$ cat src/rtl/alarm_zone_ctrl.sv
// Zone alarm controller: passcode arm/disarm, synchronised sensor edges, entry delay.
// Optional wrong-code lockout is compiled in by defining ALARM_LOCKOUT_EN.
module alarm_zone_ctrl #(
  parameter int                CODE_W       = 10,
  parameter int                N_ZONES      = 4,
  parameter logic [CODE_W-1:0] DEFAULT_CODE = CODE_W'(10'h112),
  parameter int                ENTRY_CYCLES = 50_000_000,
  parameter int                MAX_TRIES    = 3,
  parameter int                LOCK_CYCLES  = 250_000_000
) (
  input  logic               iCLK,
  input  logic               iRST,
  input  logic [CODE_W-1:0]  iCode,
  input  logic               iCode_Load,
  input  logic               iCode_Submit,
  input  logic               iArm,
  input  logic [N_ZONES-1:0] iSense,
  input  logic [N_ZONES-1:0] iZone_Mask,
  output logic               oArmed,
  output logic               oVideo_On,
  output logic               oAlarm,
  output logic               oLockout,
  output logic [2:0]         oState,
  output logic [N_ZONES-1:0] oZone_Latched
);

  typedef enum logic [2:0] {
    ST_DISARMED = 3'd0,
    ST_ARMED    = 3'd1,
    ST_ENTRY    = 3'd2,
    ST_ALARM    = 3'd3,
    ST_LOCKOUT  = 3'd4
  } state_t;

  localparam int CNT_MAX = (ENTRY_CYCLES > LOCK_CYCLES) ? ENTRY_CYCLES : LOCK_CYCLES;
  localparam int CNT_W   = $clog2(CNT_MAX + 1);
  localparam logic [CNT_W-1:0] ENTRY_LD = CNT_W'(ENTRY_CYCLES - 1);
  localparam logic [CNT_W-1:0] LOCK_LD  = CNT_W'(LOCK_CYCLES - 1);

  if (ENTRY_CYCLES < 1 || LOCK_CYCLES < 1 || MAX_TRIES < 1) begin : g_param_check
    $error("alarm_zone_ctrl: ENTRY_CYCLES, LOCK_CYCLES and MAX_TRIES must be >= 1");
  end

  state_t             r_state;
  logic [2:0]         r_flags;  // {armed, video, alarm}
  logic [CODE_W-1:0]  r_code;
  logic [CNT_W-1:0]   r_cnt;
  logic [N_ZONES-1:0] r_s1, r_s2, r_prev, r_latched;
  logic [N_ZONES-1:0] w_hit;
  logic               w_match, w_good, w_expired, w_trip;

  assign w_hit     = (r_s2 ^ r_prev) & iZone_Mask;
  assign w_match   = (iCode == r_code);
  assign w_good    = iCode_Submit & w_match;
  assign w_expired = (r_cnt == '0);

  function automatic logic [2:0] f_flags(input state_t s);
    case (s)
      ST_ARMED:   f_flags = 3'b100;
      ST_ENTRY:   f_flags = 3'b110;
      ST_ALARM:   f_flags = 3'b111;
      ST_LOCKOUT: f_flags = 3'b111;
      default:    f_flags = 3'b000;
    endcase
  endfunction

  always_ff @(posedge iCLK) begin
    if (iRST) begin
      r_state   <= ST_DISARMED;
      r_flags   <= '0;
      r_code    <= DEFAULT_CODE;
      r_cnt     <= '0;
      r_s1      <= '0;
      r_s2      <= '0;
      r_prev    <= '0;
      r_latched <= '0;
    end else begin
      // r_prev always follows the synchronised level, so arming restarts edge detection cleanly
      r_s1   <= iSense;
      r_s2   <= r_s1;
      r_prev <= r_s2;
      if (r_state != ST_DISARMED) r_latched <= r_latched | w_hit;
      if ((r_state == ST_ENTRY || r_state == ST_LOCKOUT) && !w_expired) r_cnt <= r_cnt - 1'b1;

      case (r_state)
        ST_DISARMED: begin
          if (iCode_Load) begin
            r_code <= iCode;
          end else if (iArm) begin
            r_state   <= ST_ARMED;
            r_flags   <= f_flags(ST_ARMED);
            r_latched <= '0;
          end
        end
        ST_ARMED, ST_ENTRY, ST_ALARM: begin
          // A correct code beats both a lockout trip and entry-delay expiry
          if (w_good) begin
            r_state <= ST_DISARMED;
            r_flags <= f_flags(ST_DISARMED);
          end else if (w_trip) begin
            r_state <= ST_LOCKOUT;
            r_flags <= f_flags(ST_LOCKOUT);
            r_cnt   <= LOCK_LD;
          end else if (r_state == ST_ARMED && |w_hit) begin
            r_state <= ST_ENTRY;
            r_flags <= f_flags(ST_ENTRY);
            r_cnt   <= ENTRY_LD;
          end else if (r_state == ST_ENTRY && w_expired) begin
            r_state <= ST_ALARM;
            r_flags <= f_flags(ST_ALARM);
          end
        end
`ifdef ALARM_LOCKOUT_EN
        ST_LOCKOUT: begin
          if (w_expired) begin
            r_state <= ST_ALARM;
            r_flags <= f_flags(ST_ALARM);
          end
        end
`endif
        default: begin
          r_state <= ST_DISARMED;
          r_flags <= f_flags(ST_DISARMED);
        end
      endcase
    end
  end

`ifdef ALARM_LOCKOUT_EN
  localparam int FAIL_W = $clog2(MAX_TRIES + 1);

  logic [FAIL_W-1:0] r_fail;
  logic [FAIL_W-1:0] w_fail_inc;
  logic              w_active, w_wrong, r_lockout;

  assign w_active   = (r_state == ST_ARMED) || (r_state == ST_ENTRY) || (r_state == ST_ALARM);
  assign w_wrong    = w_active & iCode_Submit & ~w_match;
  assign w_fail_inc = (r_fail == {FAIL_W{1'b1}}) ? r_fail : r_fail + 1'b1;
  assign w_trip     = w_wrong & (w_fail_inc >= FAIL_W'(MAX_TRIES));

  always_ff @(posedge iCLK) begin
    if (iRST) begin
      r_fail    <= '0;
      r_lockout <= 1'b0;
    end else begin
      if (w_active) begin
        if (w_good || w_trip) r_fail <= '0;
        else if (w_wrong)     r_fail <= w_fail_inc;
      end
      // Tracks entry to and exit from ST_LOCKOUT alongside the FSM
      if (w_trip)                                      r_lockout <= 1'b1;
      else if (r_state == ST_LOCKOUT && w_expired)     r_lockout <= 1'b0;
      else if (r_state != ST_LOCKOUT)                  r_lockout <= 1'b0;
    end
  end

  assign oLockout = r_lockout;
`else
  assign w_trip   = 1'b0;
  assign oLockout = 1'b0;
`endif

  assign {oArmed, oVideo_On, oAlarm} = r_flags;
  assign oState        = r_state;
  assign oZone_Latched = r_latched;

endmodule

$ cat config.mk
export PLATFORM = sky130hd
export DESIGN_NAME = alarm_zone_ctrl
export DESIGN_NICKNAME = d
export VERILOG_FILES = /design/src/rtl/alarm_zone_ctrl.sv
export SDC_FILE = /design/constraint.sdc
export NUM_CORES = 1
export LEC_CHECK = 0
export BUFFER_PORTS_ARGS = -buffer_cell sky130_fd_sc_hd__buf_2
export CAP_MARGIN = 10
export CORE_ASPECT_RATIO = 1.5
export CORE_MARGIN = 2
export CORE_UTILIZATION = 60
export CTS_CLUSTER_SIZE = 30
export DETAILED_ROUTE_END_ITERATION = 16
export PLACE_DENSITY = 0.82
export SETUP_SLACK_MARGIN = 0.02
export SLEW_MARGIN = 20
export SYNTH_ARGS = -nofsm -noshare
export SYNTH_HDL_FRONTEND = slang
export SYNTH_SLANG_ARGS = --single-unit
$ cat constraint.sdc
create_clock -name iCLK -period 5.3 [get_ports iCLK]
set_input_delay 0.265 -clock iCLK [delete_from_list [all_inputs] [get_ports iCLK]]
set_output_delay 0.265 -clock iCLK [all_outputs]
set_load 0.01 [all_outputs]
==> After elaboration in Yosys (flattened, before gate mapping) <==
Cells that the tools add are included.
{ "word_totals": {"ram_bits": 0, "latch_bits": 0, "reg_bits": 60, "output_inout_bits": 11, "word_cells": 53, "n_memories": 0, "input_bits": 23, "rom_bits": 0} }
{ "op_classes": {"n_lt_le_gt_ge": 0, "muxes": 20, "n_div": 0, "n_addsub": 1, "n_bitwise": 4, "n_reduce_logical": 12, "shifts": 0, "eq_ne": 8, "n_mul": 0} }
{ "ops": {"columns": ["op", "n"], "rows": [
  ["28-bit two-way mux", 4],
  ["3-bit two-way mux", 10],
  ["28-bit logical NOT", 1],
  ["28-bit by 1-bit subtractor with 28-bit output, second input constant", 1],
  ["4-bit two-way mux", 4],
  ["3-bit one-hot mux with 2 select lines", 2],
  ["10-bit equality test", 1],
  ["3-bit by 2-bit equality test with 1-bit output, second input constant", 2],
  ["4-bit AND", 1],
  ["2-bit != test, second input constant", 2],
  ["4-bit != test, second input constant", 1],
  ["4-bit OR", 1],
  ["4-bit OR reduction", 1],
  ["4-bit bitwise XOR", 1],
  ["3-bit by 1-bit equality test with 1-bit output, second input constant", 1],
  ["3-bit equality test, second input constant", 1],
  ["1-bit logical AND", 3],
  ["3-bit logical NOT", 1],
  ["3-bit AND reduction", 1],
  ["3-bit nonzero test", 1],
  ["3-bit OR reduction", 1],
  ["2-bit AND reduction", 1],
  ["1-bit AND", 1],
  ["1-bit logical NOT", 1],
  ["1-bit logical OR", 1]
]} }

==> Longest topological paths before layout <==
Gate-level depths: netlist of the first run.
{ "depth": {"depth_word": 7, "depth_mapped": 8, "mapped_depth_nobuf": 7} }

==> Worst setup path after synthesis of the first run <==
OpenSTA, ideal clock, no wires.
{ "synth_path": {"kind": "reg2reg", "from": "reg r_flags[1] (netlist name)", "to": "reg r_cnt[17]", "arrival_ns": 1.740, "path_buffers": 0, "slack_ns": 3.486, "required_time_ns": 5.226, "synth_period_minus_slack_ns": 1.814, "setup_ns": 0.074, "path_stages_with_launch": 6, "path_cell_list": "dfxtp_1 > nor4b_4 > and2_2 > o211ai_4 > or4b_1 > a31oi_1"} }
{ "synth_rtl": {"columns": ["element", "line", "source"], "rows": [
  ["to (signal assigned)", "83", "if ((r_state == ST_ENTRY || r_state == ST_LOCKOUT) && !w_expired) r_cnt <= r_cnt - 1'b1;"],
  ["to (decl)", "47", "logic [CNT_W-1:0] r_cnt;"]
]} }

==> Worst setup path after layout of the first run <==
{ "layout_path": {"from": "reg r_cnt[16]", "to": "reg r_state[0] (netlist: oState[0])"} }
{ "layout_via": {"elab_chain_len": 4} }
{ "layout_rtl": {"columns": ["element", "line", "source"], "rows": [
  ["28-bit logical NOT", "55", "assign w_expired = (r_cnt == '0);"],
  ["1-bit logical AND", "108", "end else if (r_state == ST_ENTRY && w_expired) begin"],
  ["4-bit != test (no line)", null, null],
  ["3-bit AND reduction (no line)", null, null],
  ["to (signal assigned)", "69", "r_state <= ST_DISARMED;"],
  ["to (signal assigned)", "105", "r_state <= ST_ENTRY;"],
  ["to (signal assigned)", "109", "r_state <= ST_ALARM;"],
  ["to (decl)", "44", "state_t r_state;"]
]} }
No other way between the ends.
A chain may end at the register's enable or synchronous reset.

==> results of run 1 <==
## critical path, cell delays in order, from the launching register on
cell and delay [ns]:
dfxtp_1 0.36, nor4_2 0.41, nand3_2 0.34, nor2_1 0.63, a211oi_1 0.17, a2111oi_1 0.31
## placed cells by master, fill, tap and decap left out, drive strengths merged, types with 6 or more instances in the layout
master / synthesis / routed
nand2: 13 / 13
nor2b: 17 / 17
a21oi: 16 / 16
a31oi: 15 / 15
clkbuf: 8 / 12
dfxtp: 58 / 58
mux2i: 7 / 7
or4: 8 / 8
nor2: 26 / 26
o31ai: 9 / 9
xor2: 10 / 10
xnor2: 12 / 12
buf: 7 / 31
o21ai: 8 / 8
nor4: 6 / 6
or3: 9 / 9
## layer usage
metal	vias to the layer above	track usage (%)	part of all wire (%)
met5	-	0	0
met4	0	13.0	3.0
met3	19	6.72	3.7
met2	55	42.9	54
met1	1072	27.8	39
li1	1113	-	-
## stage by stage
stage | util [%] | instances
2_1_floorplan | - | 289
3_3_place_gp | 64.5 | 353
3_5_place_dp | 64.5 | 353
4_1_cts | 70.2 | 369
5_1_grt | 70.2 | 369
6_report | 70.2 | 369
## path summary, 6_finish.rpt
check                       startpoint                endpoint  slack [ns]  depth (start not counted)
setup / recovery  r_cnt[16]$_SDFF_PP0_  oState[0]$_SDFFE_PP0P_        2.96                          5
hold / removal               iSense[1]      r_s1[1]$_SDFF_PP0_        0.14                          2
setup reg to reg  r_cnt[16]$_SDFF_PP0_  oState[0]$_SDFFE_PP0P_        2.96                          5
hold reg to reg     r_s1[0]$_SDFF_PP0_      r_s2[0]$_SDFF_PP0_        0.46                          1
## cells by family (layout without fill, tap and decap cells)
family | Yosys count | after routing | synth area share, %
flip-flops | 58 | 58 | 42.8
adder cells (fa/ha/maj) | 2 | 2 | 0.922
AO/OA/AOI/OAI | 68 | 68 | 17.4
AND/OR/NAND/NOR | 112 | 112 | 25.6
XOR/XNOR | 22 | 22 | 7.10
other | 1 | 2 | 0.138
multiplexers | 8 | 8 | 3.00
buffers and inverters | 17 | 49 | 3.04
## registers in the layout, summed over array words and instances (netlist names)
| name | count |
|---|---|
| r_s1 | 4 |
| r_flags | 3 |
| r_prev | 4 |
| r_s2 | 4 |
| oState | 1 |
| r_cnt | 28 |
| r_code | 10 |
| oZone_Latched | 4 |
## area by class of cell
type,instances,area (um2),share of cell area [%]
clock buffers,12,155,4.99
repair buffers,31,155,4.99
flip-flops and latches,58,1160,37.3
inverters,2,7.51,0.241
multi-input cells,214,1470,47.4
well taps,48,60.1,1.93
clock inverters,4,97.6,3.14
## power groups by stage
| stage | Sequential (W) | Clock (W) | Combinational, W |
|---|---|---|---|
| after global placement | 0.000509 | 0 | 0.000260 |
| after global routing | 0.000508 | 0.000535 | 0.000302 |
| after CTS | 0.000502 | 0.000516 | 0.000271 |
| after floorplan | 0.000506 | 0 | 0.000225 |
| final | 0.000503 | 0.000511 | 0.000271 |
| after detailed placement | 0.000511 | 0 | 0.000268 |
==> flow_metrics.py, run 1 <==
metrics = {
    "run_status": {
        "status": "complete, no violations",
    },
    "setup_path": {
        "critPathLaunchType": "register",
        "critPathKind": "register to register",
        "critPathRequiredTime_ns": 5.52,
        "endpoint_kind": "register",
        "critPathMaxFanout": 13,
        "crit_arrival_ns": 2.56,
    },
    "run": {
        "drv_cap": 0,
    },
    "clock_network": {
        "cts_setup_buffers": 0,
        "cts_resized": 0,
        "postCtsHoldBufs": 0,
        "cts_buffer_depth": 2,
        "clock-sinks": 58,
        "cts_buffers": 9,
        "ctsHtreeMaxLevel": 3,
        "root_buffer": "clkbuf_8",
        "cts_tree": "yes",
        "clk_pin_slew_ns": 0.07,
        "clk_latency_ns": 0.34,
    },
    "power": {
        "sw_frac_of_total_pct": 29.3,
        "combPwrFrac_pct": 21.1,
        "power_density_nw_per_um2": 413,
        "total_power_w": 0.00128,
        "p_int_w": 0.000908,
        "p_switching_w": 0.000376,
        "clock_power_share_pct": 39.8,
        "p_seq_share_pct": 39.2,
        "p_leak_nw": 1.21,
        "ir_worst_vdd_uv": 285,
    },
    "sta": {
        "finClkSkew_ns": 0.00553,
        "tightest_slew_ns": 0.800,
        "setup_ws_ns": 2.96,
        "tns_ns": 0,
        "setup_viol": 0,
        "period_minus_slack_ns": 2.34,
        "hold_viol": 0,
        "period_share_pct": 44.1,
        "final_max_slew_viol_count": 0,
        "fmax_mhz": 428,
        "grt_setup_unrepaired": "false",
        "max-slew-margin-rel_pct": 46.7,
        "hold_ws_ns": 0.140,
    },
    "logic_synthesis": {
        "yosysMostFrequentCell": "dfxtp_1",
        "ys_async_sr_fraction_pct": 0,
        "ys_ff_latch": 58,
        "synth_cells": 288,
        "yosysWarnings": 0,
        "ys.flop_type": "dfxtp_1",
        "synth_top_cells_by_count": "dfxtp_1, nor2_1, nor2b_1",
        "synthDistinctLibCells": 55,
        "avgSynthCellArea_um2": 9.42,
        "synth_area_leaders": "dfxtp_1, nor2b_1, xnor2_1",
        "synthesis.area_um2": 2710,
        "yosysSeqAreaShare_pct": 42.8,
        "synth_edf_count": 0,
        "synth_top_area_share_pct": 42.8,
        "yosys.area.top_type": "dfxtp_1",
    },
    "layout": {
        "finalInstanceArea_um2": 3110,
        "area_growth_pct": 14.6,
        "diodes": 0,
        "nNetsFinal": 341,
        "fill_cells": 342,
        "drive_above_1_share_pct": 18.7,
    },
    "detailed_routing": {
        "wl_um": 5760,
        "routedWlPerCell_um": 15.6,
        "drt-initial-drc-count": 111,
        "antenna_left": 0,
        "via_count": 2259,
        "first_pass_iters": 4,
        "drc": 0,
        "viasPerCell": 6.12,
    },
    "place": {
        "gp_congestion": 0.884,
        "placed_cell_area_um2": 2860,
        "numPortBuffers": 31,
        "hpwl_um": 4010,
        "place_ws_ns": 3.00,
    },
    "global_routing": {
        "grt_max_degree": 46,
        "grt_usage_pct": 25.1,
        "antenna_found_initial": 0,
        "grt_pass1_vias": 2268,
        "grt_pass1_wl_um": 9840,
        "gr-total-overflow": 0,
    },
    "die": {
        "die_h_um": 86.4,
        "die-area_um2": 5090,
        "ioPinCount": 34,
        "coreArea_um2": 4430,
        "start_util_pct": 61.3,
        "die_w_um": 58.9,
        "fp-row-count": 30,
    },
    "hold_path": {
        "holdCritPathClass": "input port to register",
    },
}
(Power assumes the default switching activity.)
==> run 2: changes to the inputs <==
ABC_AREA = 1   (was unset)
CORE_UTILIZATION = 53   (was 60)
PLACE_DENSITY = 0.76   (was 0.82)
clock period = 2.05 ns   (was 5.3 ns; I/O delays follow)
==> run 2 against run 1 <==
Against the previous run:
- first-iteration DRC count increased by 78%
- combinational power grew to 3.0 times the previous value
- sequential power is 150% higher
- global-route usage is essentially flat
- register-to-register slack worse by 2.7 ns
- worst hold slack got worse by 0.14 ns
- fmax increased by 31%
- flip-flop and latch count stayed put
- die area rose by 33%
- critical path type unchanged
==> flow_metrics.py, run 2 <==
metrics = {
    "run": {
        "drv_cap": 0,
    },
    "logic_synthesis": {
        "synth_area_leaders": "dfxtp_1, nand2_1, nor2_1",
        "synth_edf_count": 0,
        "ys.flop_type": "dfxtp_1",
        "yosysSeqAreaShare_pct": 36.0,
        "synth.area.mux_share_pct": 0,
        "synthXorXnorAreaFrac_pct": 4.34,
        "yosysMostFrequentCell": "nand2_1",
        "synth_top_area_share_pct": 36.0,
        "synthSimpleGateAreaFrac_pct": 38.9,
        "ys_ff_latch": 58,
        "ys_async_sr_fraction_pct": 0,
        "synth_top_cells_by_count": "nand2_1, nor2_1, inv_1",
        "synth_cells": 493,
        "synth_compound_area_share_pct": 10.2,
        "yosys.area_share.adder_pct": 0.775,
        "synthDistinctLibCells": 35,
        "avgSynthCellArea_um2": 6.55,
        "yosysWarnings": 0,
        "yosys.area.top_type": "dfxtp_1",
        "synthesis.area_um2": 3230,
        "synth_top_family_by_area": "simple AND/OR/NAND/NOR gates",
    },
    "detailed_routing": {
        "antenna_left": 0,
        "routedWlPerCell_um": 12.5,
        "via_count": 3124,
        "drc": 0,
        "drt-initial-drc-count": 198,
        "wl_um": 7630,
        "first_pass_iters": 7,
        "viasPerCell": 5.11,
    },
    "global_routing": {
        "grt_usage_pct": 25.1,
        "grt_pass1_wl_um": 13000,
        "gr-total-overflow": 0,
        "antenna_found_initial": 0,
        "grt_pass1_vias": 3060,
        "grt_max_degree": 28,
    },
    "sta": {
        "finClkSkew_ns": 0.00679,
        "tns_ns": 0,
        "fmax_mhz": 560,
        "final_max_slew_viol_count": 0,
        "hold_viol": 0,
        "period_minus_slack_ns": 1.79,
        "period_share_pct": 87.1,
        "grt_setup_unrepaired": "false",
        "setup_ws_ns": 0.264,
        "setup_viol": 0,
        "hold_ws_ns": 0.00429,
    },
    "power": {
        "ir_worst_vdd_uv": 572,
        "power_density_nw_per_um2": 880,
        "p_leak_nw": 1.91,
        "total_power_w": 0.00327,
    },
    "clock_network": {
        "clk_latency_ns": 0.35,
        "cts_setup_buffers": 0,
        "cts_tree": "yes",
        "root_buffer": "clkbuf_8",
        "cts_buffers": 9,
        "ctsHtreeMaxLevel": 3,
        "cts_resized": 0,
        "clk_pin_slew_ns": 0.07,
        "clock-sinks": 58,
        "cts_buffer_depth": 2,
    },
    "setup_path": {
        "critPathBufInv": 0,
        "crit_arrival_ns": 2.06,
        "crit_top_cell": "nand2_2",
        "slowest_delay_ns": 0.32,
        "rrSetupSlack_ns": 0.26,
        "crit_chain": "xnor2_1 -> nand3_1 -> nor2_1 -> nand2_2 -> nand2_2 -> nand2_2 -> nor3b_2",
        "cp_slowest_cell": "dfxtp_1",
        "critPathLaunchType": "register",
        "critPathKind": "register to register",
        "critPathMaxFanout": 10,
        "crit_family": "simple AND/OR/NAND/NOR gates",
        "critPathRequiredTime_ns": 2.33,
        "endpoint_kind": "register",
    },
    "layout": {
        "largest_reg_flops": 28,
        "drive_above_1_share_pct": 14.8,
        "final_util_pct": 63.7,
        "top_register": "r_cnt",
        "area_growth_pct": 15.0,
        "layout_commonest_cell": "nand2_1",
        "nNetsFinal": 559,
        "diodes": 0,
        "layout_common_cells": "nand2_1, nor2_1, inv_1",
        "top_regs": "r_cnt (28), r_code (10)",
    },
    "die": {
        "fp-row-count": 34,
        "ioPinCount": 34,
        "die_h_um": 99.6,
        "coreArea_um2": 5830,
        "die_w_um": 67.7,
        "start_util_pct": 55.4,
        "die-area_um2": 6740,
    },
    "run_status": {
        "status": "complete, no violations",
    },
    "place": {
        "place_ws_ns": 0.238,
        "gp_congestion": 0.934,
        "numPortBuffers": 31,
        "hpwl_um": 5420,
    },
    "hold_path": {
        "holdCritPathClass": "input port to register",
    },
}
## run 2: cells by family (layout without fill, tap and decap cells)
| kind of cell | Yosys count | in the layout |
|---|---|---|
| adders and majority gates | 2 | 2 |
| buffers and inverters | 73 | 117 |
| AOI/OAI and AO/OA | 61 | 61 |
| other | 1 | 2 |
| and+or+nand+nor | 282 | 283 |
| DFF | 58 | 58 |
| xor gates and xnor gates | 16 | 16 |
## run 2: layer usage
layer / vias up / track usage, % / routed length [um]
li1: 1625 / - / -
met1: 1395 / 28.0 / 3180
met2: 77 / 44.3 / 3880
met3: 27 / 4.86 / 342
met4: 0 / 11.8 / 220
met5: - / 0 / 0
## run 2: cell type report
cell class / instances / area [um2]
Fill cell: 529 / 2120
Multi-Input combinational cell: 364 / 1770
Sequential cell: 58 / 1160
Timing Repair Buffer: 41 / 243
Inverter: 60 / 225
Clock buffer: 9 / 124
Clock inverter: 7 / 103
Tap cell: 72 / 90.1
## run 2: power by group
group          switching [W]  internal (W)
clock network       0.000529      0.000694
registers          0.0000499       0.00119
logic               0.000504      0.000303
## run 2: tightest hold or removal path: stages
cell and delay (ns):
buf_2 0.10, nor2_1 0.04, nor2_1 0.08
## run 2: worst paths after layout
| path | depth (start not counted) | from | endpoint |
|---|---|---|---|
| setup / recovery | 7 | r_code[6]$_SDFFE_PP0P_ | r_cnt[24]$_SDFF_PP0_ |
| setup reg to reg | 7 | r_code[6]$_SDFFE_PP0P_ | r_cnt[24]$_SDFF_PP0_ |
| hold reg to reg | 2 | r_s1[1]$_SDFF_PP0_ | r_s2[1]$_SDFF_PP0_ |
| hold / removal | 3 | iCode[6] | r_code[6]$_SDFFE_PP0P_ |
## run 2: what timing repair did
item / CTS / global route
hold endpoints to repair: 5 / 0
hold buffers: 5 / 0
endpoints found under the setup margin: 0 / 1
## run 2: metrics by stage
stage               cells  cell area [um2]
floorplan             494             3230
global placement      589             3420
detailed placement    589             3420
CTS                   610             3700
global route          611             3710
finish                611             3710
==> run 3: changes to the inputs <==
CAP_MARGIN = 20   (was 10)
MAX_ROUTING_LAYER = met4   (was unset)
==> run 3 against run 2 <==
Against the previous run:
- global-route usage grew 0.87 points
- largest power group unchanged
- critical path depth grew 2
- sequential share of layout area shrank 0.14 points
==> flow_metrics.py, run 3 (synthesized netlist as in run 2, its figures left out) <==
metrics = {
    "layout": {
        "layout_commonest_cell": "nand2_1",
        "area_growth_pct": 15.5,
        "top_register": "r_cnt",
        "drive_above_1_share_pct": 15.0,
        "layout_common_cells": "nand2_1, nor2_1, inv_1",
        "largest_reg_flops": 28,
        "final_util_pct": 64.0,
        "nNetsFinal": 561,
        "fill_cells": 526,
        "diodes": 0,
        "finalNonFillerCells": 613,
        "top_regs": "r_cnt (28), r_code (10)",
    },
    "global_routing": {
        "grt_max_degree": 28,
        "grt_pass1_vias": 2918,
        "gr-total-overflow": 0,
        "grt_pass1_wl_um": 12800,
        "grt_usage_pct": 26.0,
        "antenna_found_initial": 0,
    },
    "detailed_routing": {
        "first_pass_iters": 4,
        "wl_um": 7730,
        "routedWlPerCell_um": 12.6,
        "drc": 0,
        "antenna_left": 0,
        "drt-initial-drc-count": 144,
        "viasPerCell": 5.08,
        "via_count": 3115,
    },
    "sta": {
        "period_minus_slack_ns": 1.84,
        "hold_viol": 0,
        "period_share_pct": 89.8,
        "fmax_mhz": 543,
        "hold_ws_ns": 0.0174,
        "tns_ns": 0,
        "setup_viol": 0,
        "grt_setup_unrepaired": "false",
        "finClkSkew_ns": 0.00981,
        "final_max_slew_viol_count": 0,
    },
    "setup_path": {
        "critPathLaunchType": "input port",
        "critPathRequiredTime_ns": 2.33,
        "slowest_delay_ns": 0.54,
        "critPathMaxFanout": 10,
        "crit_chain": "dlygate4sd3_1 -> buf_2 -> xnor2_1 -> nand3_1 -> nor2_1 -> nand2_2 -> nand2_2 -> nand2_2 -> nor3b_2",
        "crit_end": "r_cnt[24]$_SDFF_PP0_",
        "cp-startpoint": "iCode[6]",
        "crit_arrival_ns": 2.12,
        "ff2ff_path_depth": 7,
        "cp_slowest_cell": "dlygate4sd3_1",
        "rrSetupSlack_ns": 0.30,
        "reg2reg_to": "r_cnt[24]$_SDFF_PP0_",
        "critPathKind": "input port to register",
        "endpoint_kind": "register",
        "worstReg2RegStart": "r_code[6]$_SDFFE_PP0P_",
        "crit_top_cell": "nand2_2",
    },
    "hold_path": {
        "holdCritPathClass": "input port to register",
        "hold_start": "iCode[4]",
        "hold_path_depth": 3,
    },
    "run": {
        "drv_cap": 0,
    },
    "clock_network": {
        "cts_buffer_depth": 2,
        "cts_buffers": 9,
        "clk_pin_slew_ns": 0.08,
        "root_buffer": "clkbuf_8",
        "clk_latency_ns": 0.35,
        "clock-sinks": 58,
        "ctsHtreeMaxLevel": 3,
        "cts_resized": 0,
        "cts_tree": "yes",
    },
    "die": {
        "start_util_pct": 55.4,
        "ioPinCount": 34,
        "fp-row-count": 34,
        "die_h_um": 99.6,
        "coreArea_um2": 5830,
        "die_w_um": 67.7,
        "die-area_um2": 6740,
    },
    "run_status": {
        "status": "complete, no violations",
    },
    "place": {
        "hpwl_um": 5540,
        "numPortBuffers": 31,
        "gp_congestion": 0.918,
        "post-place-cells": 590,
    },
    "power": {
        "total_power_w": 0.00327,
        "p_leak_nw": 1.92,
        "power_density_nw_per_um2": 877,
        "ir_worst_vdd_uv": 580,
    },
}
run 3: cell count changes in the layout (fill, tap and decap cells not counted), sizes merged:
| cell | previous run | this run |
|---|---|---|
| dlygate4sd3 | 5 | 6 |
| clkinv | 3 | 1 |
| inv | 61 | 62 |
| buf | 36 | 37 |
| clkinvlp | 1 | 2 |
run 3: worst max-delay path, delay by kind of cell:
| family | cells | cell delay (ns) |
|---|---|---|
| simple gates | 6 | 1.07 |
| xor+xnor | 1 | 0.26 |
| buf+inv | 2 | 0.68 |
run 3: worst min-delay path by stage:
| stage | endpoint | slack [ns] |
|---|---|---|
| 2_1_floorplan | oState[0]$_SDFFE_PP0P_ | 0.17 |
| 3_3_place_gp | r_s1[1]$_SDFF_PP0_ | 0.30 |
| 3_5_place_dp | r_s1[0]$_SDFF_PP0_ | 0.31 |
| 4_1_cts | r_code[4]$_SDFFE_PP1P_ | 0.003 |
| 5_1_grt | r_code[2]$_SDFFE_PP0P_ | 0.01 |
| 6_report | r_code[4]$_SDFFE_PP1P_ | 0.02 |
run 3: final cells by class:
type	count	area [um2]	share of cell area, %
Multi-Input combinational cell	364	1770	47.4
Sequential cell	58	1160	31.1
Timing Repair Buffer	43	260	6.98
Inverter	60	225	6.04
Clock buffer	9	124	3.32
Clock inverter	7	101	2.72
Tap cell	72	90.1	2.42
run 3: layer usage:
layer	share of wire (%)	routed length, um	track usage [%]	up-vias
met4	2.2	171	10.8	0
met3	3.6	281	5.88	17
li1	-	-	-	1625
met5	0	0	-	-
met2	53	4060	44.2	82
met1	42	3210	28.4	1391
run 3: power by group:
group          switching (W)  total (W)  leakage, nW  internal, W
registers          0.0000514    0.00124        0.474      0.00119
logic               0.000502   0.000808         1.34     0.000306
clock network       0.000530    0.00122        0.106     0.000694
total                0.00108    0.00327         1.92      0.00219
run 3: metrics by stage:
step           instance area (um2)  setup slack, ns
2_1_floorplan                 3230            0.509
3_3_place_gp                  3430            0.276
3_5_place_dp                  3430            0.248
4_1_cts                       3720            0.235
5_1_grt                       3730           0.0912
6_report                      3730            0.208
run 3: repair_timing:
item                                    4_1_cts  5_1_grt
endpoints found under the setup margin        0        1
endpoints found under the hold margin         6        0
hold buffers                                  6        0
buffers inserted                              0        0
